==> src/rtl/bcd_add_pkg.sv <==
// Shared types and constants for the BCD adder controller and datapath.
package bcd_add_pkg;

    localparam int unsigned StateCodeWidth = 4;
    localparam int unsigned NumCmds        = 7;

    localparam int unsigned CmdInit      = 0;
    localparam int unsigned CmdLoadA     = 1;
    localparam int unsigned CmdLoadB     = 2;
    localparam int unsigned CmdDisplayA  = 3;
    localparam int unsigned CmdDisplayB  = 4;
    localparam int unsigned CmdDisplayLs = 5;
    localparam int unsigned CmdDisplayMs = 6;

    typedef enum logic [StateCodeWidth-1:0] {
        StInit    = 4'd0,
        StWaitA   = 4'd1,
        StLoadA   = 4'd2,
        StShowA   = 4'd3,
        StWaitB   = 4'd4,
        StLoadB   = 4'd5,
        StShowB   = 4'd6,
        StWaitSum = 4'd7,
        StShowLs  = 4'd8,
        StWaitMs  = 4'd9,
        StShowMs  = 4'd10,
        StError   = 4'd15
    } state_e;

    typedef enum logic [1:0] {
        PhPre = 2'd0,
        PhReq = 2'd1,
        PhRel = 2'd2
    } phase_e;

    // One-hot request owned by a command state; zero for every other state.
    function automatic logic [NumCmds-1:0] cmd_onehot(state_e st);
        logic [NumCmds-1:0] oh;
        oh = '0;
        case (st)
            StInit:   oh[CmdInit]      = 1'b1;
            StLoadA:  oh[CmdLoadA]     = 1'b1;
            StShowA:  oh[CmdDisplayA]  = 1'b1;
            StLoadB:  oh[CmdLoadB]     = 1'b1;
            StShowB:  oh[CmdDisplayB]  = 1'b1;
            StShowLs: oh[CmdDisplayLs] = 1'b1;
            StShowMs: oh[CmdDisplayMs] = 1'b1;
            default:  oh = '0;
        endcase
        return oh;
    endfunction

    function automatic logic is_cmd_state(state_e st);
        return |cmd_onehot(st);
    endfunction

endpackage

==> src/rtl/bcd_enter_debounce.sv <==
// Enter push-button conditioning: 2-flop synchronizer, stable-sample debounce,
// one-cycle pulse on the debounced rising edge.
module bcd_enter_debounce #(
    parameter int unsigned DEBOUNCE_CYCLES = 16
) (
    input  logic clock,
    input  logic reset_n,
    input  logic enter,
    output logic pulse
);

    localparam int unsigned CntWidth = $clog2(DEBOUNCE_CYCLES + 1);
    localparam logic [CntWidth-1:0] CntMax = CntWidth'(DEBOUNCE_CYCLES - 1);

    logic [1:0]          sync_q;
    logic [CntWidth-1:0] cnt_q, cnt_d;
    logic                level_q, level_d;
    logic                level_prev_q;
    logic                pulse_q;

    // Any sample equal to the current level restarts the count.
    always_comb begin
        cnt_d   = '0;
        level_d = level_q;
        if (sync_q[1] != level_q) begin
            if (cnt_q == CntMax) begin
                level_d = sync_q[1];
            end else begin
                cnt_d = cnt_q + 1'b1;
            end
        end
    end

    always_ff @(posedge clock) begin
        if (!reset_n) begin
            sync_q       <= '0;
            cnt_q        <= '0;
            level_q      <= 1'b0;
            level_prev_q <= 1'b0;
            pulse_q      <= 1'b0;
        end else begin
            sync_q       <= {sync_q[0], enter};
            cnt_q        <= cnt_d;
            level_q      <= level_d;
            level_prev_q <= level_q;
            pulse_q      <= level_q & ~level_prev_q;
        end
    end

    assign pulse = pulse_q;

endmodule

==> src/rtl/bcd_add_controller.sv <==
// Sequences the bcd_add_datapath command handshakes from a single enter button.
// Optional handshake watchdog enabled by defining BCD_ADD_ACK_TIMEOUT_EN.
module bcd_add_controller
    import bcd_add_pkg::*;
#(
    parameter int unsigned DEBOUNCE_CYCLES = 16,
    parameter int unsigned TIMEOUT_CYCLES  = 1024
) (
    input  logic                      clock,
    input  logic                      reset_n,
    input  logic                      enter,
    input  logic                      init_ack,
    input  logic                      load_a_ack,
    input  logic                      load_b_ack,
    input  logic                      display_a_ack,
    input  logic                      display_b_ack,
    input  logic                      display_ls_ack,
    input  logic                      display_ms_ack,
    output logic                      init,
    output logic                      load_a,
    output logic                      load_b,
    output logic                      display_a,
    output logic                      display_b,
    output logic                      display_ls,
    output logic                      display_ms,
    output logic                      busy,
    output logic [StateCodeWidth-1:0] state_code,
    output logic                      error
);

    if (DEBOUNCE_CYCLES < 1 || TIMEOUT_CYCLES < 1) begin : g_bad_param
        $error("DEBOUNCE_CYCLES and TIMEOUT_CYCLES must both be at least 1");
    end

    state_e               state_q, state_d;
    phase_e               phase_q, phase_d;
    logic [NumCmds-1:0]   req_q, req_d;
    logic [NumCmds-1:0]   ack_vec;
    logic                 ack_cur;
    logic                 is_wait;
    logic                 enter_pulse;

`ifdef BCD_ADD_ACK_TIMEOUT_EN
    localparam int unsigned TmoWidth = $clog2(TIMEOUT_CYCLES + 1);
    localparam logic [TmoWidth-1:0] TmoMax = TmoWidth'(TIMEOUT_CYCLES - 1);
    logic [TmoWidth-1:0]  tmo_q, tmo_d;
`endif

    bcd_enter_debounce #(
        .DEBOUNCE_CYCLES(DEBOUNCE_CYCLES)
    ) u_debounce (
        .clock  (clock),
        .reset_n(reset_n),
        .enter  (enter),
        .pulse  (enter_pulse)
    );

    assign ack_vec[CmdInit]      = init_ack;
    assign ack_vec[CmdLoadA]     = load_a_ack;
    assign ack_vec[CmdLoadB]     = load_b_ack;
    assign ack_vec[CmdDisplayA]  = display_a_ack;
    assign ack_vec[CmdDisplayB]  = display_b_ack;
    assign ack_vec[CmdDisplayLs] = display_ls_ack;
    assign ack_vec[CmdDisplayMs] = display_ms_ack;

    // Only the current command's ack is looked at.
    assign ack_cur = |(ack_vec & cmd_onehot(state_q));
    assign is_wait = state_q inside {StWaitA, StWaitB, StWaitSum, StWaitMs};

    function automatic state_e next_state(state_e st);
        case (st)
            StInit:    return StWaitA;
            StWaitA:   return StLoadA;
            StLoadA:   return StShowA;
            StShowA:   return StWaitB;
            StWaitB:   return StLoadB;
            StLoadB:   return StShowB;
            StShowB:   return StWaitSum;
            StWaitSum: return StShowLs;
            StShowLs:  return StWaitMs;
            StWaitMs:  return StShowMs;
            StShowMs:  return StWaitA;
            default:   return st;
        endcase
    endfunction

    always_comb begin
        state_d = state_q;
        phase_d = phase_q;
        req_d   = '0;
`ifdef BCD_ADD_ACK_TIMEOUT_EN
        tmo_d   = '0;
`endif
        if (is_cmd_state(state_q)) begin
            case (phase_q)
                PhPre: if (!ack_cur) phase_d = PhReq;
                PhReq: if (ack_cur) phase_d = PhRel;
                PhRel: begin
                    if (!ack_cur) begin
                        state_d = next_state(state_q);
                        phase_d = PhPre;
                    end
                end
                default: phase_d = PhPre;
            endcase
`ifdef BCD_ADD_ACK_TIMEOUT_EN
            // Count stays zero through PRE, so it restarts on every REQ entry.
            if (phase_q != PhPre) begin
                if (tmo_q == TmoMax) begin
                    state_d = StError;
                    phase_d = PhPre;
                end else begin
                    tmo_d = tmo_q + 1'b1;
                end
            end
`endif
        end else if (is_wait && enter_pulse) begin
            state_d = next_state(state_q);
            phase_d = PhPre;
        end
        if (phase_d == PhReq) begin
            req_d = cmd_onehot(state_d);
        end
    end

    always_ff @(posedge clock) begin
        if (!reset_n) begin
            state_q <= StInit;
            phase_q <= PhPre;
            req_q   <= '0;
`ifdef BCD_ADD_ACK_TIMEOUT_EN
            tmo_q   <= '0;
`endif
        end else begin
            state_q <= state_d;
            phase_q <= phase_d;
            req_q   <= req_d;
`ifdef BCD_ADD_ACK_TIMEOUT_EN
            tmo_q   <= tmo_d;
`endif
        end
    end

    assign init       = req_q[CmdInit];
    assign load_a     = req_q[CmdLoadA];
    assign load_b     = req_q[CmdLoadB];
    assign display_a  = req_q[CmdDisplayA];
    assign display_b  = req_q[CmdDisplayB];
    assign display_ls = req_q[CmdDisplayLs];
    assign display_ms = req_q[CmdDisplayMs];

    assign busy       = is_cmd_state(state_q);
    assign state_code = state_q;

`ifdef BCD_ADD_ACK_TIMEOUT_EN
    assign error = (state_q == StError);
`else
    assign error = 1'b0;
`endif

endmodule

==> config.mk <==
export PLATFORM = sky130hd
export DESIGN_NAME = bcd_add_controller
export DESIGN_NICKNAME = d
export VERILOG_FILES = /design/src/rtl/bcd_add_pkg.sv /design/src/rtl/bcd_enter_debounce.sv /design/src/rtl/bcd_add_controller.sv
export SDC_FILE = /design/constraint.sdc
export NUM_CORES = 1
export LEC_CHECK = 0
export BUFFER_PORTS_ARGS = -buffer_cell sky130_fd_sc_hd__buf_2
export CORE_MARGIN = 1
export CORE_UTILIZATION = 25
export DETAILED_ROUTE_END_ITERATION = 8
export GPL_ROUTABILITY_DRIVEN = 0
export PLACE_DENSITY_LB_ADDON = 0.15
export SETUP_SLACK_MARGIN = 0.5
export SLEW_MARGIN = 40
export SYNTH_ARGS = -nofsm -noshare
export SYNTH_HDL_FRONTEND = slang
export SYNTH_HIERARCHICAL = 1
export SYNTH_SLANG_ARGS = --single-unit
==> constraint.sdc <==
create_clock -name clock -period 2.06 [get_ports clock]
set_input_delay 0.206 -clock clock [delete_from_list [all_inputs] [get_ports clock]]
set_output_delay 0.206 -clock clock [all_outputs]
set_load 0.03 [all_outputs]
Word level (Yosys, flattened, before mapping)
Index checks and enable logic that the tools add are counted.
{"block": "word_totals", "regBits": 23, "inputBits": 10}
{"block": "op_classes", "reduce_logical": 11, "add_sub_neg": 1, "eq_ne": 21, "n_mux": 25, "n_bitwise": 5}
{"operator": "case mux 4 bit (10 select lines)", "count": 1}
{"operator": "equality test 4 x 3 -> 1 bit, second input constant", "count": 6}
{"operator": "equality test 4 bit, second input constant", "count": 5}
{"operator": "equality test 4 x 2 -> 1 bit, second input constant", "count": 4}
{"operator": "2-to-1 mux 4 bit", "count": 4}
{"operator": "2-to-1 mux 1 bit", "count": 14}
{"operator": "OR reduction 7 bit", "count": 2}
{"operator": "2-to-1 mux 2 bit", "count": 5}
{"operator": "zero test 4 bit", "count": 2}
{"operator": "AND 7 bit", "count": 1}
{"operator": "case mux 2 bit (3 select lines)", "count": 1}
{"operator": "adder 5 x 1 -> 5 bit, second input constant", "count": 1}
{"operator": "equality test 5 x 4 -> 1 bit, second input constant", "count": 1}
{"operator": "equality test 2 x 1 -> 1 bit, second input constant", "count": 2}
{"operator": "equality test 4 x 1 -> 1 bit, second input constant", "count": 1}
{"operator": "AND reduction 2 bit", "count": 2}
{"operator": "nonzero test 4 bit", "count": 1}
{"operator": "NOT 1 bit", "count": 3}
{"operator": "OR reduction 3 bit", "count": 1}
{"operator": "equality test 2 bit, second input constant", "count": 1}
{"operator": "zero test 2 bit", "count": 1}
{"operator": "OR reduction 2 bit", "count": 1}
{"operator": "AND 1 bit", "count": 1}
{"operator": "logical AND 1 bit", "count": 1}
{"operator": "inequality test 1 bit", "count": 1}

Logic depth before layout (Yosys ltp)
{"block": "logic_depth", "ltp_word": 9, "mapped_depth": 7, "ltp_nobuf": 6}

By module
Netlist, hierarchy kept.
{"module": "bcd_add_controller", "area_per_inst_um2": 859.6, "cells_each": 106, "n_inst": 1}
{"module": "bcd_enter_debounce", "area_per_inst_um2": 342.8, "cells_each": 31, "n_inst": 1}

Worst setup path before layout
OpenSTA, ideal clock, no wires.
{"block": "synth_path", "path_kind": "register -> register", "from": "reg state_q[1], in the netlist state_code[1]", "to": "reg req_q[2]", "setup_slack_ns": 0.000, "required_time_ns": 1.986, "period_less_slack_ns": 2.060, "arrival_ns": 1.987, "path_buffers": 1, "setup_time_ns": 0.074, "stages_incl_launch_ff": 8, "path_cell_list": "dfxtp_1 > buf_4 > mux2i_1 > nor2_4 > or3_1 > o22a_1 > nor3_2 > nor3b_2"}
{"block": "synth_between", "elab_chain_len": 9}
{"item": "start, declared", "line_no": "bcd_add_controller.sv:35", "rtl": "state_e state_q, state_d;"}
{"item": "start signal, assigned", "line_no": "bcd_add_controller.sv:128", "rtl": "state_q <= StInit;"}
{"item": "start signal, assigned", "line_no": "bcd_add_controller.sv:135", "rtl": "state_q <= state_d;"}
{"item": "equality test 4 x 2 -> 1 bit, or another cell as far along", "line_no": "bcd_add_pkg.sv:40, bcd_add_controller.sv:71"}
{"item": "2-to-1 mux 1 bit", "line_no": "bcd_add_pkg.sv:40", "rtl": "case (st)"}
{"item": "AND 7 bit", "line_no": "bcd_add_controller.sv:67", "rtl": "assign ack_cur = |(ack_vec & cmd_onehot(state_q));"}
{"item": "OR reduction 7 bit", "line_no": "bcd_add_controller.sv:67"}
{"item": "2-to-1 mux 2 bit, or another cell as far along", "line_no": "bcd_add_controller.sv:99", "rtl": "if (!ack_cur) begin"}
{"item": "case mux 2 bit (3 select lines) or 2-to-1 mux 4 bit (tied branches)", "line_no": "bcd_add_controller.sv:95", "rtl": "case (phase_q)"}
{"item": "2-to-1 mux 2 bit or 2-to-1 mux 4 bit (tied branches)", "line_no": "bcd_add_controller.sv:94", "rtl": "if (is_cmd_state(state_q)) begin"}
{"item": "equality test 2 x 1 -> 1 bit or equality test 4 x 3 -> 1 bit (tied branches)", "line_no": "bcd_add_controller.sv:121, bcd_add_pkg.sv:40"}
{"item": "AND reduction 2 bit (no line) or 2-to-1 mux 1 bit (tied branches)"}
{"item": "end signal, assigned", "line_no": "bcd_add_controller.sv:137", "rtl": "req_q <= req_d;"}
{"item": "end, declared", "line_no": "bcd_add_controller.sv:37", "rtl": "logic [NumCmds-1:0] req_q, req_d;"}
Parallel ways exist; a longest one is shown, timed or not.
A chain may end at the register's enable or synchronous reset.

Worst setup path after layout
{"block": "layout_path", "from": "reg state_q[0], in the netlist state_code[0]", "to": "reg req_q[4]"}
Same word-level chain as after synthesis.

==> run summary <==
critical path endpoint category - flip-flop
Seq cells post-synth - 23
worst hold stages - 2
HPWL Detailed - 1.99 mm
PortBufs - 21
Layout area overhead - 32.7%
most common cell in the netlist - dfxtp_1
TritonCTS buffer count - 3
Seq/Total Area, Yosys - 38.3%
post-place setup slack - 0.118 ns
P per Cell Area - 589 nW/um2
Synth Area in Adders - 2.08%
register cell area after layout - 475 um2
TNS Setup - 0 ns
Fill cells - 466
clock transition at the registers of the reported paths - 0.08 ns
CP arrival - 1.94 ns
Clock Path Buffers - 2
yosys warns - 6
startpoint types - flip-flop
Switch Pwr - 0.256 mW
switch share - 27.3%
Gate Count Post-Synth - 137
Mapped Area - 1200 um2
crit path time final - 1.79 ns
# IOs - 23
clock sink total - 23
Residual DRC - 3
Worst Hold Class - primary input to flip-flop
Post-Syn Nets - 149
hold endpoint - u_debounce/sync_q[0]
top cell type by total area after synthesis - dfxtp_1
Routed wire per std cell - 13.0 um
R2R Setup Slk - 0.27 ns
total gr overflow - 0
Synth Area in Simple Gates - 31.6%
ys async rst share - 0%
# rows - 24
Final Cycle Share - 86.9%
Combinational Power Share - 21.6%
mux share of post-synthesis cell area - 1.66%
Initial DRT Pass Iterations - 6
skew final - 0.00223 ns
initial antenna violation count - 0
Clock power frac - 28.6%
total wire length - 2.91 mm
number of synthesized flops with an enable pin - 0
outcome - finished with violations
Setup CP Type - flip-flop to flip-flop
RSZ-0062 raised after global routing - true
largest net degree at the start of global routing - 14
CP Max Fanout - 6
CTS root buf - clkbuf_8
first-pass GRT wire length - 5.00 mm
Post-Synth XOR/XNOR Area - 2.19%
DR vias/cell - 4.96
Clk Latency, worst-skew pair - 0.26 ns
n_diodes - 0
Total Routing Usage GR - 12.2%
share of cells above drive strength 1 - 41.5%
violated checks - design-rule violations
die width - 71.4 um
synth cell count leaders - dfxtp_1 (23), nor2_1 (14), nor2b_1 (8)
via count of the first global-routing pass - 1,061
Die Y-Extent - 71.4 um
Worst Reg-to-Reg Cells - 6
commonest register cell after synthesis - dfxtp_1
Flop pwr share - 49.8%
H-tree depth - 1
# setup viols final - 0
CTS tree - built
Yosys cell types - 46
data required time of the worst path - 2.22 ns
Hold Fails Final Rpt - 0
Worst R2R Start - state_code[0]
Multi-input gate area - 751 um2
Synth Area in Compound Gates - 18.5%
Setup crit start - state_code[0]
# hold bufs at CTS - 0
Worst R2R End - req_q[4]
Internal Power - 0.683 mW
leading post-synthesis cells by cell area - dfxtp_1 (38%), nor2_1 (4.4%), nor2b_1 (4.2%)
vias - 1,107
core area - 4470 um2
Die Footprint - 5090 um2
effective utilization at floorplan - 26.9%
final setup margin - 0.270 ns
max_cap viols - 0
max-slew violation count - 0
Fmax - 0.559 GHz
Yosys top cell area share - 38.3%
peak supply drop - 0.000332 V
post-synthesis average cell area - 8.78 um2
hold path start - enter
main combinational cell family by area after synthesis - simple AND/OR/NAND/NOR gates
ANT nets after route - 0
fin util - 35.7%
Pleak - 0.632 nW
fin nets - 184
initial drt markers - 47
==> area by class of cell <==
class                      instances  area share, %
multi-input combinational        101           47.1
timing repair buffer              37           14.7
tap                               52           4.08
clock buffer                       3           2.59
sequential                        23           29.8
clock inverter                     1          0.314
inverter                           6           1.41
==> layout by cell type (no fill, tap or decap), drive strengths merged, types with 2 or more instances in the layout <==
master  netlist  layout
a211oi        3       3
a21boi        2       2
a21oi         3       3
and2          6       6
and3          2       2
buf           6      37
clkbuf        1       3
dfxtp        23      23
ha            2       2
inv           6       6
mux2i         2       2
nand2         5       5
nand2b        7       7
nand3         3       3
nand3b        3       3
nor2         15      15
nor2b         8       8
nor3          5       5
nor4          3       3
o21a          5       5
o21ai         7       7
o22a          2       2
o22ai         2       2
or3           2       2
xor2          2       2
==> logic make-up after synthesis <==
family	Yosys count
AO/OA/AOI/OAI	31
XOR/XNOR	3
adder cells (fa/ha/maj)	2
buffers and inverters	13
flip-flops	23
multiplexers	2
other	1
AND/OR/NAND/NOR	62
==> power groups by stage <==
stage / Clock, mW / Combinational (mW) / Sequential, mW
after floorplan: 0 / 0.106 / 0.489
after global placement: 0 / 0.149 / 0.484
after detailed placement: 0 / 0.149 / 0.485
after CTS: 0.281 / 0.187 / 0.468
after global routing: 0.301 / 0.217 / 0.472
final: 0.268 / 0.203 / 0.468
==> routing by layer <==
metal | wire length, um | part of all wire (%) | vias up | track usage [%]
met5 | 0 | 0 | - | 0
met4 | 86 | 3.0 | 0 | 4.67
met3 | 205 | 7.0 | 11 | 2.81
met2 | 1320 | 45 | 43 | 20.4
met1 | 1300 | 45 | 512 | 15.3
li1 | - | - | 541 | -
==> what timing repair did <==
action | CTS | global route
gates resized for setup | 8 | 13
setup buffers | 11 | 2
cloned | 0 | 0
endpoints found under the setup margin | 12 | 13
pin swaps | 7 | 7
==> state kept, by name, summed over array words and instances, names as in the netlist <==
register                 count
req_q                        7
u_debounce/cnt_q             5
state_code                   4
phase_q                      2
u_debounce/sync_q            2
u_debounce/level_prev_q      1
u_debounce/level_q           1
u_debounce/pulse             1
==> worst max path at each step <==
stage / end / slack (ns) / cells after the start
global placement: req_q[3] / 0.19 / 6
global route: req_q[2] / 0.20 / 7
CTS: req_q[4] / 0.28 / 6
detailed placement: req_q[3] / 0.12 / 6
finish: req_q[4] / 0.27 / 6
floorplan: req_q[4] / 0.27 / 6
==> critical path: stages (launching register included) <==
cell and delay, ns:
dfxtp_4 0.37, or3b_4 0.41, nor2_4 0.13, a21oi_2 0.06, a2111o_1 0.40, o21a_2 0.16, and3_1 0.14
==> metrics by stage <==
stage          cell area [um2]  instances  power (mW)  hold WS (ns)
3_3_place_gp              1390        206       0.634         0.375
6_report                  1600        223       0.939         0.148
2_1_floorplan             1250        137       0.595         0.327
3_5_place_dp              1390        206       0.634         0.374
4_1_cts                   1540        221       0.935         0.142
5_1_grt                   1600        223       0.990         0.138
Power figures use the tool's default switching activity.
